===== src/rtl/qsort_pkg.sv =====
// Shared types and constants for the quicksort range sequencer.
// Holds the FSM state enum, the default-width range struct and a clog2 helper.
package qsort_pkg;

  localparam int unsigned DefNElem      = 16;
  localparam int unsigned DefIdxW       = 4;
  localparam int unsigned DefStackDepth = 8;

  typedef enum logic [2:0] {
    StIdle,
    StPop,
    StLaunch,
    StWait,
    StPushBig,
    StPushSmall,
    StFinish
  } state_t;

  // Range at the default index width; the controller re-declares it at its own IDX_W.
  typedef struct packed {
    logic [DefIdxW-1:0] lo;
    logic [DefIdxW-1:0] hi;
  } range_t;

  function automatic int unsigned clog2(input int unsigned v);
    int unsigned r;
    r = 0;
    while ((64'd1 << r) < 64'(v)) r++;
    return r;
  endfunction

endpackage


===== src/rtl/qsort_range_ctrl_if.sv =====
// Launch/complete handshake between the range sequencer (master) and the
// Lomuto partition stage (slave).
interface qsort_range_ctrl_if #(
  parameter int unsigned IDX_W = 4
);
  logic             part_start;
  logic [IDX_W-1:0] part_lo;
  logic [IDX_W-1:0] part_hi;
  logic             part_done;
  logic [IDX_W-1:0] part_pivot_idx;

  modport master (
    output part_start, part_lo, part_hi,
    input  part_done, part_pivot_idx
  );

  modport slave (
    input  part_start, part_lo, part_hi,
    output part_done, part_pivot_idx
  );
endinterface


===== src/rtl/qsort_range_stack.sv =====
// Synchronous LIFO of index ranges: one push or pop per cycle, full/empty flags
// and an occupancy count. clr together with push restarts the stack at entry 0.
module qsort_range_stack
  import qsort_pkg::*;
#(
  parameter int unsigned DEPTH  = DefStackDepth,
  parameter type         elem_t = range_t
) (
  input  logic                         clock,
  input  logic                         reset,
  input  logic                         clr,
  input  logic                         push,
  input  logic                         pop,
  input  elem_t                        wdata,
  output elem_t                        rdata,
  output logic                         full,
  output logic                         empty,
  output logic [clog2(DEPTH+1)-1:0]    count
);

  localparam int unsigned CntW = clog2(DEPTH + 1);
  localparam int unsigned AW   = (clog2(DEPTH) > 0) ? clog2(DEPTH) : 1;

  elem_t           mem [DEPTH];
  logic [CntW-1:0] cnt_q;
  logic [CntW-1:0] base;
  logic [CntW-1:0] top;
  logic            do_push;

  assign base    = clr ? '0 : cnt_q;
  assign top     = cnt_q - CntW'(1);
  assign full    = (cnt_q == CntW'(DEPTH));
  assign empty   = (cnt_q == '0);
  assign count   = cnt_q;
  assign do_push = push && (clr || !full);
  assign rdata   = empty ? '0 : mem[top[AW-1:0]];

  always_ff @(posedge clock) begin
    if (do_push) mem[base[AW-1:0]] <= wdata;
  end

  always_ff @(posedge clock) begin
    if (reset) begin
      cnt_q <= '0;
    end else if (do_push) begin
      cnt_q <= base + CntW'(1);
    end else if (clr) begin
      cnt_q <= '0;
    end else if (pop && !empty) begin
      cnt_q <= top;
    end
  end

endmodule


===== src/rtl/qsort_range_ctrl.sv =====
// Range sequencer for the Lomuto partition stage: LIFO of (lo, hi) ranges, one
// range issued per launch. Optional statistics ports under QSORT_STATS_EN.
module qsort_range_ctrl
  import qsort_pkg::*;
#(
  parameter int unsigned N_ELEM      = DefNElem,
  parameter int unsigned IDX_W       = clog2(N_ELEM),
  parameter int unsigned STACK_DEPTH = DefStackDepth
) (
  input  logic                                clock,
  input  logic                                reset,
  input  logic                                start,
  input  logic [IDX_W:0]                      len,
  output logic                                busy,
  output logic                                done,
  output logic                                err,
`ifdef QSORT_STATS_EN
  output logic [15:0]                         part_count,
  output logic [clog2(STACK_DEPTH+1)-1:0]     max_depth,
`endif
  qsort_range_ctrl_if.master                  part_if
);

  localparam int unsigned SpW = clog2(STACK_DEPTH + 1);

  typedef struct packed {
    logic [IDX_W-1:0] lo;
    logic [IDX_W-1:0] hi;
  } idx_range_t;

  state_t           state_q, state_d;
  logic [IDX_W-1:0] lo_q, lo_d, hi_q, hi_d, piv_q, piv_d;
  logic             err_q, err_d;

  logic             stk_clr, stk_push, stk_pop, stk_full, stk_empty;
  idx_range_t       stk_wdata, stk_rdata;
  logic [SpW-1:0]   sp;

  qsort_range_stack #(
    .DEPTH  (STACK_DEPTH),
    .elem_t (idx_range_t)
  ) u_stack (
    .clock (clock),
    .reset (reset),
    .clr   (stk_clr),
    .push  (stk_push),
    .pop   (stk_pop),
    .wdata (stk_wdata),
    .rdata (stk_rdata),
    .full  (stk_full),
    .empty (stk_empty),
    .count (sp)
  );

  // Sub-range arithmetic is one bit wider so p-1 / p+1 never wrap.
  logic [IDX_W:0] lo_x, hi_x, piv_x, size_l, size_r;
  logic           l_valid, r_valid, big_l;
  idx_range_t     l_rng, r_rng, big_rng, small_rng;

  assign lo_x      = {1'b0, lo_q};
  assign hi_x      = {1'b0, hi_q};
  assign piv_x     = {1'b0, piv_q};
  assign size_l    = piv_x - lo_x;
  assign size_r    = hi_x - piv_x;
  assign l_valid   = piv_x > (lo_x + (IDX_W+1)'(1));
  assign r_valid   = (piv_x + (IDX_W+1)'(1)) < hi_x;
  assign big_l     = l_valid && (!r_valid || (size_l >= size_r));
  assign l_rng     = '{lo: lo_q, hi: piv_q - IDX_W'(1)};
  assign r_rng     = '{lo: piv_q + IDX_W'(1), hi: hi_q};
  assign big_rng   = big_l ? l_rng : r_rng;
  assign small_rng = big_l ? r_rng : l_rng;

  always_comb begin
    state_d   = state_q;
    lo_d      = lo_q;
    hi_d      = hi_q;
    piv_d     = piv_q;
    err_d     = err_q;
    stk_clr   = 1'b0;
    stk_push  = 1'b0;
    stk_pop   = 1'b0;
    stk_wdata = '0;
    case (state_q)
      StIdle: begin
        if (start) begin
          err_d = 1'b0;
          if (len >= (IDX_W+1)'(2)) begin
            stk_clr   = 1'b1;
            stk_push  = 1'b1;
            stk_wdata = '{lo: '0, hi: IDX_W'(len - (IDX_W+1)'(1))};
            state_d   = StPop;
          end else begin
            state_d = StFinish;
          end
        end
      end
      StPop: begin
        if (stk_empty) begin
          state_d = StFinish;
        end else begin
          stk_pop = 1'b1;
          lo_d    = stk_rdata.lo;
          hi_d    = stk_rdata.hi;
          state_d = StLaunch;
        end
      end
      StLaunch: state_d = StWait;
      StWait: begin
        if (part_if.part_done) begin
          piv_d = part_if.part_pivot_idx;
          if ((part_if.part_pivot_idx < lo_q) || (part_if.part_pivot_idx > hi_q)) begin
            err_d   = 1'b1;
            state_d = StFinish;
          end else begin
            state_d = StPushBig;
          end
        end
      end
      StPushBig: begin
        state_d = StPushSmall;
        if (l_valid || r_valid) begin
          if (stk_full) begin
            err_d   = 1'b1;
            state_d = StFinish;
          end else begin
            stk_push  = 1'b1;
            stk_wdata = big_rng;
          end
        end
      end
      StPushSmall: begin
        state_d = StPop;
        if (l_valid && r_valid) begin
          if (stk_full) begin
            err_d   = 1'b1;
            state_d = StFinish;
          end else begin
            stk_push  = 1'b1;
            stk_wdata = small_rng;
          end
        end
      end
      StFinish: state_d = StIdle;
      default:  state_d = StIdle;
    endcase
  end

  always_ff @(posedge clock) begin
    if (reset) begin
      state_q <= StIdle;
      lo_q    <= '0;
      hi_q    <= '0;
      piv_q   <= '0;
      err_q   <= 1'b0;
    end else begin
      state_q <= state_d;
      lo_q    <= lo_d;
      hi_q    <= hi_d;
      piv_q   <= piv_d;
      err_q   <= err_d;
    end
  end

  assign busy               = (state_q != StIdle) && (state_q != StFinish);
  assign done               = (state_q == StFinish);
  assign err                = err_q;
  assign part_if.part_start = (state_q == StLaunch);
  assign part_if.part_lo    = lo_q;
  assign part_if.part_hi    = hi_q;

`ifdef QSORT_STATS_EN
  logic [15:0]    part_count_q;
  logic [SpW-1:0] max_depth_q;

  always_ff @(posedge clock) begin
    if (reset || (state_q == StIdle && start)) begin
      part_count_q <= '0;
      max_depth_q  <= '0;
    end else begin
      if (state_q == StLaunch && part_count_q != 16'hFFFF) part_count_q <= part_count_q + 16'd1;
      if (sp > max_depth_q) max_depth_q <= sp;
    end
  end

  assign part_count = part_count_q;
  assign max_depth  = max_depth_q;
`endif

  a_sp_bound: assert property (@(posedge clock) disable iff (reset)
    sp <= SpW'(STACK_DEPTH));
  a_len_bound: assert property (@(posedge clock) disable iff (reset)
    (state_q == StIdle && start) |-> (len <= (IDX_W+1)'(N_ELEM)));

endmodule


===== src/flat_wrapper.sv =====
// flat-port wrapper written by rule: the top's interface ports become plain ports
module qsort_range_ctrl_flat import qsort_pkg::*;
#(
  parameter int unsigned N_ELEM      = DefNElem,
  parameter int unsigned IDX_W       = clog2(N_ELEM),
  parameter int unsigned STACK_DEPTH = DefStackDepth
)
  (clock, reset, start, len, busy, done, err, part_if_part_start, part_if_part_lo, part_if_part_hi, part_if_part_done, part_if_part_pivot_idx);
  qsort_range_ctrl_if #(.IDX_W(IDX_W)) part_if_i ();
  input  logic clock;
  input  logic reset;
  input  logic start;
  input  logic [IDX_W:0] len;
  output logic busy;
  output logic done;
  output logic err;
  output wire logic [$bits(part_if_i.part_start)-1:0] part_if_part_start;
  output wire logic [$bits(part_if_i.part_lo)-1:0] part_if_part_lo;
  output wire logic [$bits(part_if_i.part_hi)-1:0] part_if_part_hi;
  input wire logic [$bits(part_if_i.part_done)-1:0] part_if_part_done;
  input wire logic [$bits(part_if_i.part_pivot_idx)-1:0] part_if_part_pivot_idx;
  assign part_if_part_start = part_if_i.part_start;
  assign part_if_part_lo = part_if_i.part_lo;
  assign part_if_part_hi = part_if_i.part_hi;
  assign part_if_i.part_done = part_if_part_done;
  assign part_if_i.part_pivot_idx = part_if_part_pivot_idx;
  qsort_range_ctrl #(.N_ELEM(N_ELEM), .IDX_W(IDX_W), .STACK_DEPTH(STACK_DEPTH)) u_core (.clock(clock), .reset(reset), .start(start), .len(len), .busy(busy), .done(done), .err(err), .part_if(part_if_i));
endmodule

===== config.mk =====
export PLATFORM = sky130hd
export DESIGN_NAME = qsort_range_ctrl_flat
export DESIGN_NICKNAME = d
export VERILOG_FILES = /design/src/rtl/qsort_pkg.sv /design/src/rtl/qsort_range_ctrl_if.sv /design/src/rtl/qsort_range_stack.sv /design/src/rtl/qsort_range_ctrl.sv /design/src/flat_wrapper.sv
export SDC_FILE = /design/constraint.sdc
export NUM_CORES = 1
export LEC_CHECK = 0
export CORE_MARGIN = 2
export CORE_UTILIZATION = 50
export CTS_CLUSTER_DIAMETER = 200
export DETAILED_ROUTE_END_ITERATION = 12
export PLACE_DENSITY = 0.68
export SLEW_MARGIN = 5
export SYNTH_ARGS = -nofsm -noshare
export SYNTH_HDL_FRONTEND = slang
export SYNTH_SLANG_ARGS = --single-unit
export TNS_END_PERCENT = 1

===== constraint.sdc =====
create_clock -name clock -period 6.5 [get_ports clock]
set_clock_uncertainty 0.2 [all_clocks]
set_input_delay 0.975 -clock clock [delete_from_list [all_inputs] [get_ports clock]]
set_output_delay 0.975 -clock clock [all_outputs]
set_load 0.02 [all_outputs]

## Yosys cells after proc, flatten, opt, wreduce, memory -nomap -nowiden

Memories as Yosys holds them, arrays and structs flattened. A register that Yosys moved wholly into a read port is not among the register bits.
Index checks and enable logic that the tools add are counted.

- Flip-flop bits (word level): 12
- Bits in writable memories: 64
- Bits of input ports: 13
- Output and inout bits: 12
- Logic and storage cells: 96
- Memories kept: 1

- $add $sub $neg: 9
- $lt $le $gt $ge: 6
- Equality and inequality tests: 13
- Multiplexer cells: 41
- Bitwise logic cells: 1
- Reduce and logical (&&, ||, !) cells: 21

Memories:

| name | depth | width | read ports | clocked after Yosys merged registers in | wr ports | RTL line | source |
|---|---|---|---|---|---|---|---|
| u_core.u_stack.mem | 8 | 8 | 1 | 1 | 1 | qsort_range_stack.sv:24 | `elem_t mem [DEPTH];` |

Operator list:

| kind | count |
|---|---|
| $mux 8 | 7 |
| $pmux 8 s3 | 1 |
| $mux 3 | 7 |
| $mux 4 | 5 |
| $pmux 3 s6 | 1 |
| $mux 1 | 16 |
| $sub 4x1->4 const B | 3 |
| $add 4x1->5 const B | 2 |
| $sub 4x4->5 | 2 |
| $eq 3x3->1 const B | 3 |
| $add 4x1->4 const B | 2 |
| $eq 3x2->1 const B | 2 |
| $ne 2x1->1 const B | 3 |
| $reduce_and 2->1 | 3 |
| $reduce_and 6->1 | 1 |
| $reduce_bool 3->1 | 2 |
| $ge 5x2->1 const B | 1 |
| $ge 5x5->1 | 1 |
| $gt 4x5->1 | 1 |
| $logic_and 1x1->1 | 5 |
| $lt 5x4->1 | 1 |
| $eq 4x4->1 const B | 1 |
| $gt 4x4->1 | 1 |
| $logic_not 4->1 | 1 |
| 12 further kinds | 19 |

## Logic depth before layout (Yosys ltp)

Gate-level depths: netlist (run 1).

- Depth after elaboration: 9
- Mapped depth: 13
- Mapped depth without buffers: 13

## By module

A second synthesis (run 1) with hierarchy kept.

- Cell total of the unflattened synthesis: 437
- Area total of the unflattened synthesis: 4,919.7 sq um

Modules (own cells, without submodules):

| module | times used | cells an instance | area an instance (sq um) | seq. area each (sq um) |
|---|---|---|---|---|
| qsort_range_stack | 1 | 178 | 2,940.3 | 2,001.9 |
| qsort_range_ctrl | 1 | 259 | 1,979.4 | 320.3 |

## Least setup slack after synthesis (run 1)

No wires, ideal clock.

- Path kind: register to register
- Start: register u_core.piv_q[1]
- End: memory u_core.u_stack.mem[2][0] in the netlist's numbering, enable pin
- Setup time: 383 ps
- Arrival time: 2,896 ps
- Required time: 5,917 ps
- Path slack: 3,020 ps
- Stages on the path, launching flop included: 11
- Buffers on the path: 0
- Period minus slack after synthesis: 3,480 ps
- Cells stage by stage: dfxtp_1 ha_1 xnor2_1 inv_1 ha_1 o21ai_1 a21oi_1 a311o_1 maj3_2 nand2b_1 nor3_1

- Word-level cells in the longest chain between the ends: 8
- Elaborated cells between the ends (all ways): 11
- Those cells by class: add/sub: 1; order compare: 2; mux: 5; reduce/logical: 3

RTL lines:

| element | RTL line | source |
|---|---|---|
| from (decl) | qsort_range_ctrl.sv:32 | `logic [IDX_W-1:0] lo_q, lo_d, hi_q, hi_d, piv_q, piv_d;` |
| from (signal assigned) | qsort_range_ctrl.sv:159 | `piv_q <= piv_d;` |
| $add 4x1->5 | qsort_range_ctrl.sv:66 | `assign r_valid = (piv_x + (IDX_W+1)'(1)) < hi_x;` |
| $lt 5x4->1 | qsort_range_ctrl.sv:66 |  |
| $logic_and 1x1->1 / $logic_or 1x1->1 (equally long branches) | qsort_range_ctrl.sv:133, qsort_range_ctrl.sv:121 |  |
| $mux 1, on equally long branches | qsort_range_ctrl.sv:133, qsort_range_ctrl.sv:121 |  |
| $pmux 1 s3 * | qsort_range_ctrl.sv:83 | `case (state_q)` |
| $logic_and 1x1->1 * | qsort_range_stack.sv:35 | `assign do_push = push && (clr \|\| !full);` |
| $mux 1 * | qsort_range_stack.sv:39 | `if (do_push) mem[base[AW-1:0]] <= wdata;` |
| $mux 1 (not written as such) * | qsort_range_stack.sv:39 |  |
| to (decl) | qsort_range_stack.sv:24 |  |

Every way passes the cells marked *; elsewhere a longest branch is shown, timed or not.

## Worst setup path in the final report (run 1)

- Start: register u_core.piv_q[1]
- End: memory u_core.u_stack.mem[4][4] in the netlist's numbering, enable pin

The elaborated chain is that of the path after synthesis.

==> results of run 1 <==
==> critical path: stages, from the launching register on <==
cell and delay, ns:
dfxtp_1 0.57, ha_1 0.29, xnor2_1 0.16, inv_1 0.06
ha_1 0.27, o21ai_1 0.12, a21oi_1 0.06, a311o_1 0.36
maj3_2 0.36, nand2b_1 0.27, nor3_1 0.95
==> kinds of logic (layout without fill, tap and decap cells) <==
logic type      Yosys count  in the layout  synth area share
buf+inv                  45             69            0.0388
simple gates            111            111             0.123
fa+ha+maj                40             40             0.109
flops                    84             84             0.493
mux                      27             27            0.0999
compound gates           73             73             0.105
xor+xnor                 16             16            0.0314
==> power by group <==
group          internal [mW]  leakage, nW  switching [mW]
clock                  0.180       0.0952           0.197
sequential             0.662        0.708          0.0941
combinational          0.564        0.990           0.780
==> metal layers <==
| metal | track usage | routed length, µm | share of wire | vias up |
|---|---|---|---|---|
| li1 | - | - | - | 1527 |
| met3 | 0.0381 | 403 | 0.041 | 12 |
| met2 | 0.355 | 4940 | 0.50 | 70 |
| met1 | 0.265 | 4360 | 0.44 | 1543 |
| met4 | 0.0634 | 123 | 0.013 | 0 |
| met5 | 0 | 0 | 0 | - |
==> area by class of cell <==
class | count | area [µm²] | area share
timing repair buffer | 25 | 248 | 0.0474
inverter | 28 | 105 | 0.0201
tap | 111 | 139 | 0.0266
clock inverter | 7 | 73.8 | 0.0141
clock buffer | 9 | 124 | 0.0237
multi-input combinational | 267 | 2210 | 0.423
sequential | 84 | 2320 | 0.445
==> sequential cells by signal, summed over array words and instances, names as in the netlist <==
name	flops
u_core.err	1
u_core.part_if.part_hi	4
u_core.part_if.part_lo	4
u_core.piv_q	4
u_core.state_q	3
u_core.u_stack.count	4
u_core.u_stack.mem	64
==> cell usage in the layout (no fill, tap or decap), types with 11 or more instances in the layout <==
| cell type | netlist | final |
|---|---|---|
| ha_1 | 36 | 36 |
| nand2_1 | 22 | 22 |
| mux4_2 | 16 | 16 |
| nor2_1 | 32 | 32 |
| mux2i_1 | 11 | 11 |
| edfxtp_1 | 64 | 64 |
| inv_1 | 27 | 27 |
| clkdlybuf4s50_1 | 0 | 24 |
| nor3_1 | 11 | 11 |
| a21oi_1 | 17 | 17 |
| dfxtp_1 | 20 | 20 |
==> synth_stat cells (6+ instances only) <==
| library cell | n |
|---|---|
| a211oi_1 | 9 |
| a21oi_1 | 17 |
| a31oi_1 | 6 |
| buf_2 | 10 |
| clkbuf_1 | 6 |
| dfxtp_1 | 20 |
| edfxtp_1 | 64 |
| ha_1 | 36 |
| inv_1 | 27 |
| mux2i_1 | 11 |
| mux4_2 | 16 |
| nand2_1 | 22 |
| nand2b_1 | 6 |
| nand3_1 | 9 |
| nor2_1 | 32 |
| nor3_1 | 11 |
| o21ai_0 | 8 |
| xnor2_1 | 9 |
| xor2_1 | 6 |
==> final timing paths <==
check / startpoint / to / slack [ns] / cells after the start
worst max register to register: u_core.piv_q[1] / u_core.u_stack.mem[4][4] / 2.44 / 10
worst min-delay path: u_core.err / u_core.err / 0.33 / 2
worst min register to register: u_core.err / u_core.err / 0.33 / 2
worst max-delay path: u_core.piv_q[1] / u_core.u_stack.mem[4][4] / 2.44 / 10
==> results.py, run 1 <==
metrics = {
    "sta": {
        "min_period_over_period": 0.625,
        "fin_ws_ns": 2.44,
        "slew_headroom": 0.220,
        "holdWs_ns": 0.328,
        "worst_slew_pin_slew_ns": 1.16,
        "fmax_ghz": 0.246,
        "setup_viol": 0,
        "tns_ns": 0,
        "post-route-min-period_ns": 4.06,
        "hold_viol": 0,
        "rsz0062_at_grt": "no",
        "slew_viol_final": 0,
    },
    "power": {
        "powerDensity_nw_per_um2": 474,
        "finalPower_mw": 2.48,
        "vdd.ir_drop.worst_mv": 0.167,
        "power_leakage_nw": 1.79,
    },
    "synthesis": {
        "ys_seq_area_frac": 0.493,
        "netlist_instances": 396,
        "synth_area_um2": 4710,
        "synth_area_leader_cell": "edfxtp_1",
        "ys_types": 56,
        "async_flop_share": 0,
        "synth_ff_type": "edfxtp_1",
        "synth.avg_cell_area_um2": 11.9,
        "ys_warn_count": 0,
        "synth_seq_cells": 84,
        "ys_top_cells_by_area": "edfxtp_1, ha_1, dfxtp_1",
        "netlist.area_leader.share": 0.408,
        "synth_nets": 447,
        "synth-edff-count": 64,
    },
    "detailed_routing": {
        "via_count": 3152,
        "ant_nets": 0,
        "drt_iter0_markers": 153,
        "post_drt_wl_per_cell_um": 18.5,
        "totalWireLength_um": 9830,
        "viasPerCell": 5.94,
        "drt_pass1_iterations": 4,
        "drcViolationCount": 0,
    },
    "die": {
        "dieArea_um2": 10200,
        "die_w_um": 101,
        "die_h_um": 101,
        "start_util": 0.512,
        "io_pins": 25,
        "core_um2": 9200,
        "rows": 35,
    },
    "critical_path": {
        "critPathLaunchType": "register",
        "crit_type": "register to register",
        "endpoint_kind": "register",
        "path_max_fanout": 9,
        "cp.required_ns": 6.26,
        "cp.arrival_ns": 3.82,
    },
    "placement": {
        "gp_congestion": 0.859,
        "io_buffer_count": 24,
        "post_dp_cell_area_um2": 5020,
        "dp_cells": 515,
        "dp_hpwl_um": 7320,
        "dp_worst_setup_slack_ns": 2.42,
    },
    "cts": {
        "ctsHtreeMaxLevel": 3,
        "cts_tree": "built",
        "cts.reportedPaths.clkPinSlew_ns": 0.11,
        "post_cts_buffers": 0,
        "cts_buffer_depth": 2,
        "clkSinkCount": 84,
        "cts_resized": 0,
        "holdBufCountCts": 0,
        "cts_root_buffer": "clkbuf_8",
        "cts_buffers": 9,
        "clkLatencyLatePin_ns": 0.36,
    },
    "global_routing": {
        "antenna_found_initial": 0,
        "grt_max_degree": 26,
        "gr-usage-all-layers": 0.206,
        "grt_pass1_vias": 3083,
        "grt_first_pass_wirelength_um": 15800,
        "gr-total-overflow": 0,
    },
    "finish": {
        "fin_area_um2": 5220,
        "fin_cells": 531,
        "fin_nets": 466,
        "final_util": 0.568,
        "diodes": 0,
        "fill_cells": 790,
        "drive_gt1_frac": 0.110,
        "area_delta_synth_final_pct": 11.0,
    },
    "run_status": {
        "status": "finished clean",
    },
    "hold_path": {
        "min_path_type": "register to register",
    },
    "flow_run": {
        "maxCapViolCount": 0,
    },
}
Note: power is estimated with default switching activity, not from simulation.
==> run 2: changes to the inputs <==
==> constraint.sdc (replaced) <==
create_clock -name clock -period 3.94 [get_ports clock]
set_clock_uncertainty 0.2 [all_clocks]
set_input_delay 0.591 -clock clock [delete_from_list [all_inputs] [get_ports clock]]
set_output_delay 0.591 -clock clock [all_outputs]
set_load 0.02 [all_outputs]
==> results.py, run 2 (synthesis results as in run 1) <==
metrics = {
    "sta": {
        "post-route-min-period_ns": 3.80,
        "setup_viol": 0,
        "min_period_over_period": 0.965,
        "slew_headroom": 0.375,
        "tns_ns": 0,
        "worst_slew_pin_slew_ns": 0.934,
        "fmax_ghz": 0.263,
        "hold_viol": 0,
        "holdWs_ns": 0.339,
        "slew_viol_final": 0,
        "fin_ws_ns": 0.137,
        "rsz0062_at_grt": "yes",
    },
    "finish": {
        "largest_register_ffs": 64,
        "drive_gt1_frac": 0.147,
        "fin_area_um2": 5340,
        "final_util": 0.581,
        "mostFrequentLayoutCells": "edfxtp_1, ha_1, nor2_1",
        "fin_nets": 481,
        "area_delta_synth_final_pct": 13.5,
        "fin_cells": 546,
        "diodes": 0,
        "final_common_cell": "edfxtp_1",
        "fill_cells": 762,
    },
    "power": {
        "power_leakage_nw": 1.88,
        "vdd.ir_drop.worst_mv": 0.370,
        "finalPower_mw": 4.12,
        "powerDensity_nw_per_um2": 772,
    },
    "detailed_routing": {
        "wl_met1_um": 4560,
        "drt_pass1_iterations": 5,
        "met2_length_um": 5150,
        "totalWireLength_um": 10300,
        "drt_iter0_markers": 160,
        "drcViolationCount": 0,
        "post_drt_wl_per_cell_um": 18.9,
        "via_count": 3264,
        "ant_nets": 0,
        "wl_met3_um": 404,
        "maxUsedRoutingLayer": "met4",
        "viasPerCell": 5.98,
    },
    "global_routing": {
        "grt_first_pass_wirelength_um": 17000,
        "grt_pass1_vias": 3184,
        "antenna_found_initial": 0,
        "gr-usage-all-layers": 0.220,
        "grt_max_degree": 25,
        "gr-total-overflow": 0,
    },
    "cts": {
        "cts_buffers": 9,
        "cts.reportedPaths.clkPinSlew_ns": 0.10,
        "post_cts_buffers": 0,
        "ctsHtreeMaxLevel": 3,
        "cts_tree": "built",
        "cts_root_buffer": "clkbuf_8",
        "cts_resized": 0,
        "clkLatencyLatePin_ns": 0.36,
        "cts_buffer_depth": 2,
        "clkSinkCount": 84,
        "holdBufCountCts": 0,
    },
    "critical_path": {
        "crit_type": "register to register",
        "critPathLaunchType": "register",
        "path_max_fanout": 9,
        "cp.arrival_ns": 3.68,
        "cp.required_ns": 3.81,
        "endpoint_kind": "register",
    },
    "die": {
        "die_h_um": 101,
        "start_util": 0.512,
        "core_um2": 9200,
        "dieArea_um2": 10200,
        "die_w_um": 101,
        "rows": 35,
        "io_pins": 25,
    },
    "run_status": {
        "status": "finished clean",
    },
    "placement": {
        "dp_worst_setup_slack_ns": 0.133,
        "gp_congestion": 0.914,
        "dp_hpwl_um": 7340,
        "dp_cells": 530,
        "io_buffer_count": 24,
        "post_dp_cell_area_um2": 5140,
    },
    "hold_path": {
        "min_path_type": "register to register",
    },
    "flow_run": {
        "maxCapViolCount": 0,
    },
}
-- run 2: final timing paths --
| check | slack (ns) | start | cells after the start | endpoint |
|---|---|---|---|---|
| worst min-delay path | 0.34 | u_core.err | 2 | u_core.err |
| worst max-delay path | 0.14 | u_core.part_if.part_hi[0] | 12 | u_core.u_stack.mem[2][4] |
| worst max register to register | 0.14 | u_core.part_if.part_hi[0] | 12 | u_core.u_stack.mem[2][4] |
| worst min register to register | 0.34 | u_core.err | 2 | u_core.err |
-- run 2: layout make-up --
cell class                 instances  area (µm²)  share of cell area
inverter                          28         105              0.0197
timing repair buffer              40         360              0.0675
clock buffer                       9         124              0.0232
sequential                        84        2320               0.435
multi-input combinational        267        2220               0.416
tap                              111         139              0.0260
clock inverter                     7        67.6              0.0127
-- run 2: critical path, cell delays in order, from the launching register on --
cell and delay [ns]:
dfxtp_1 0.50, inv_1 0.09, ha_1 0.25, fa_1 0.42, xor2_1 0.17, ha_1 0.30, a21o_1 0.11, a31oi_1 0.05
o21ai_2 0.37, nand2b_1 0.14, xnor2_1 0.21, nand3_1 0.19, o22ai_1 0.52
-- run 2: layer usage --
metal  up-vias  GRT usage
met1      1610      0.290
met4         0     0.0624
met2        71      0.375
li1       1567          -
met5         -          0
met3        16     0.0409
-- run 2: power by group --
group	switching (mW)	internal [mW]	leakage [nW]
Clock	0.347	0.247	0.0997
Combinational	1.32	0.969	1.07
Sequential	0.145	1.09	0.708
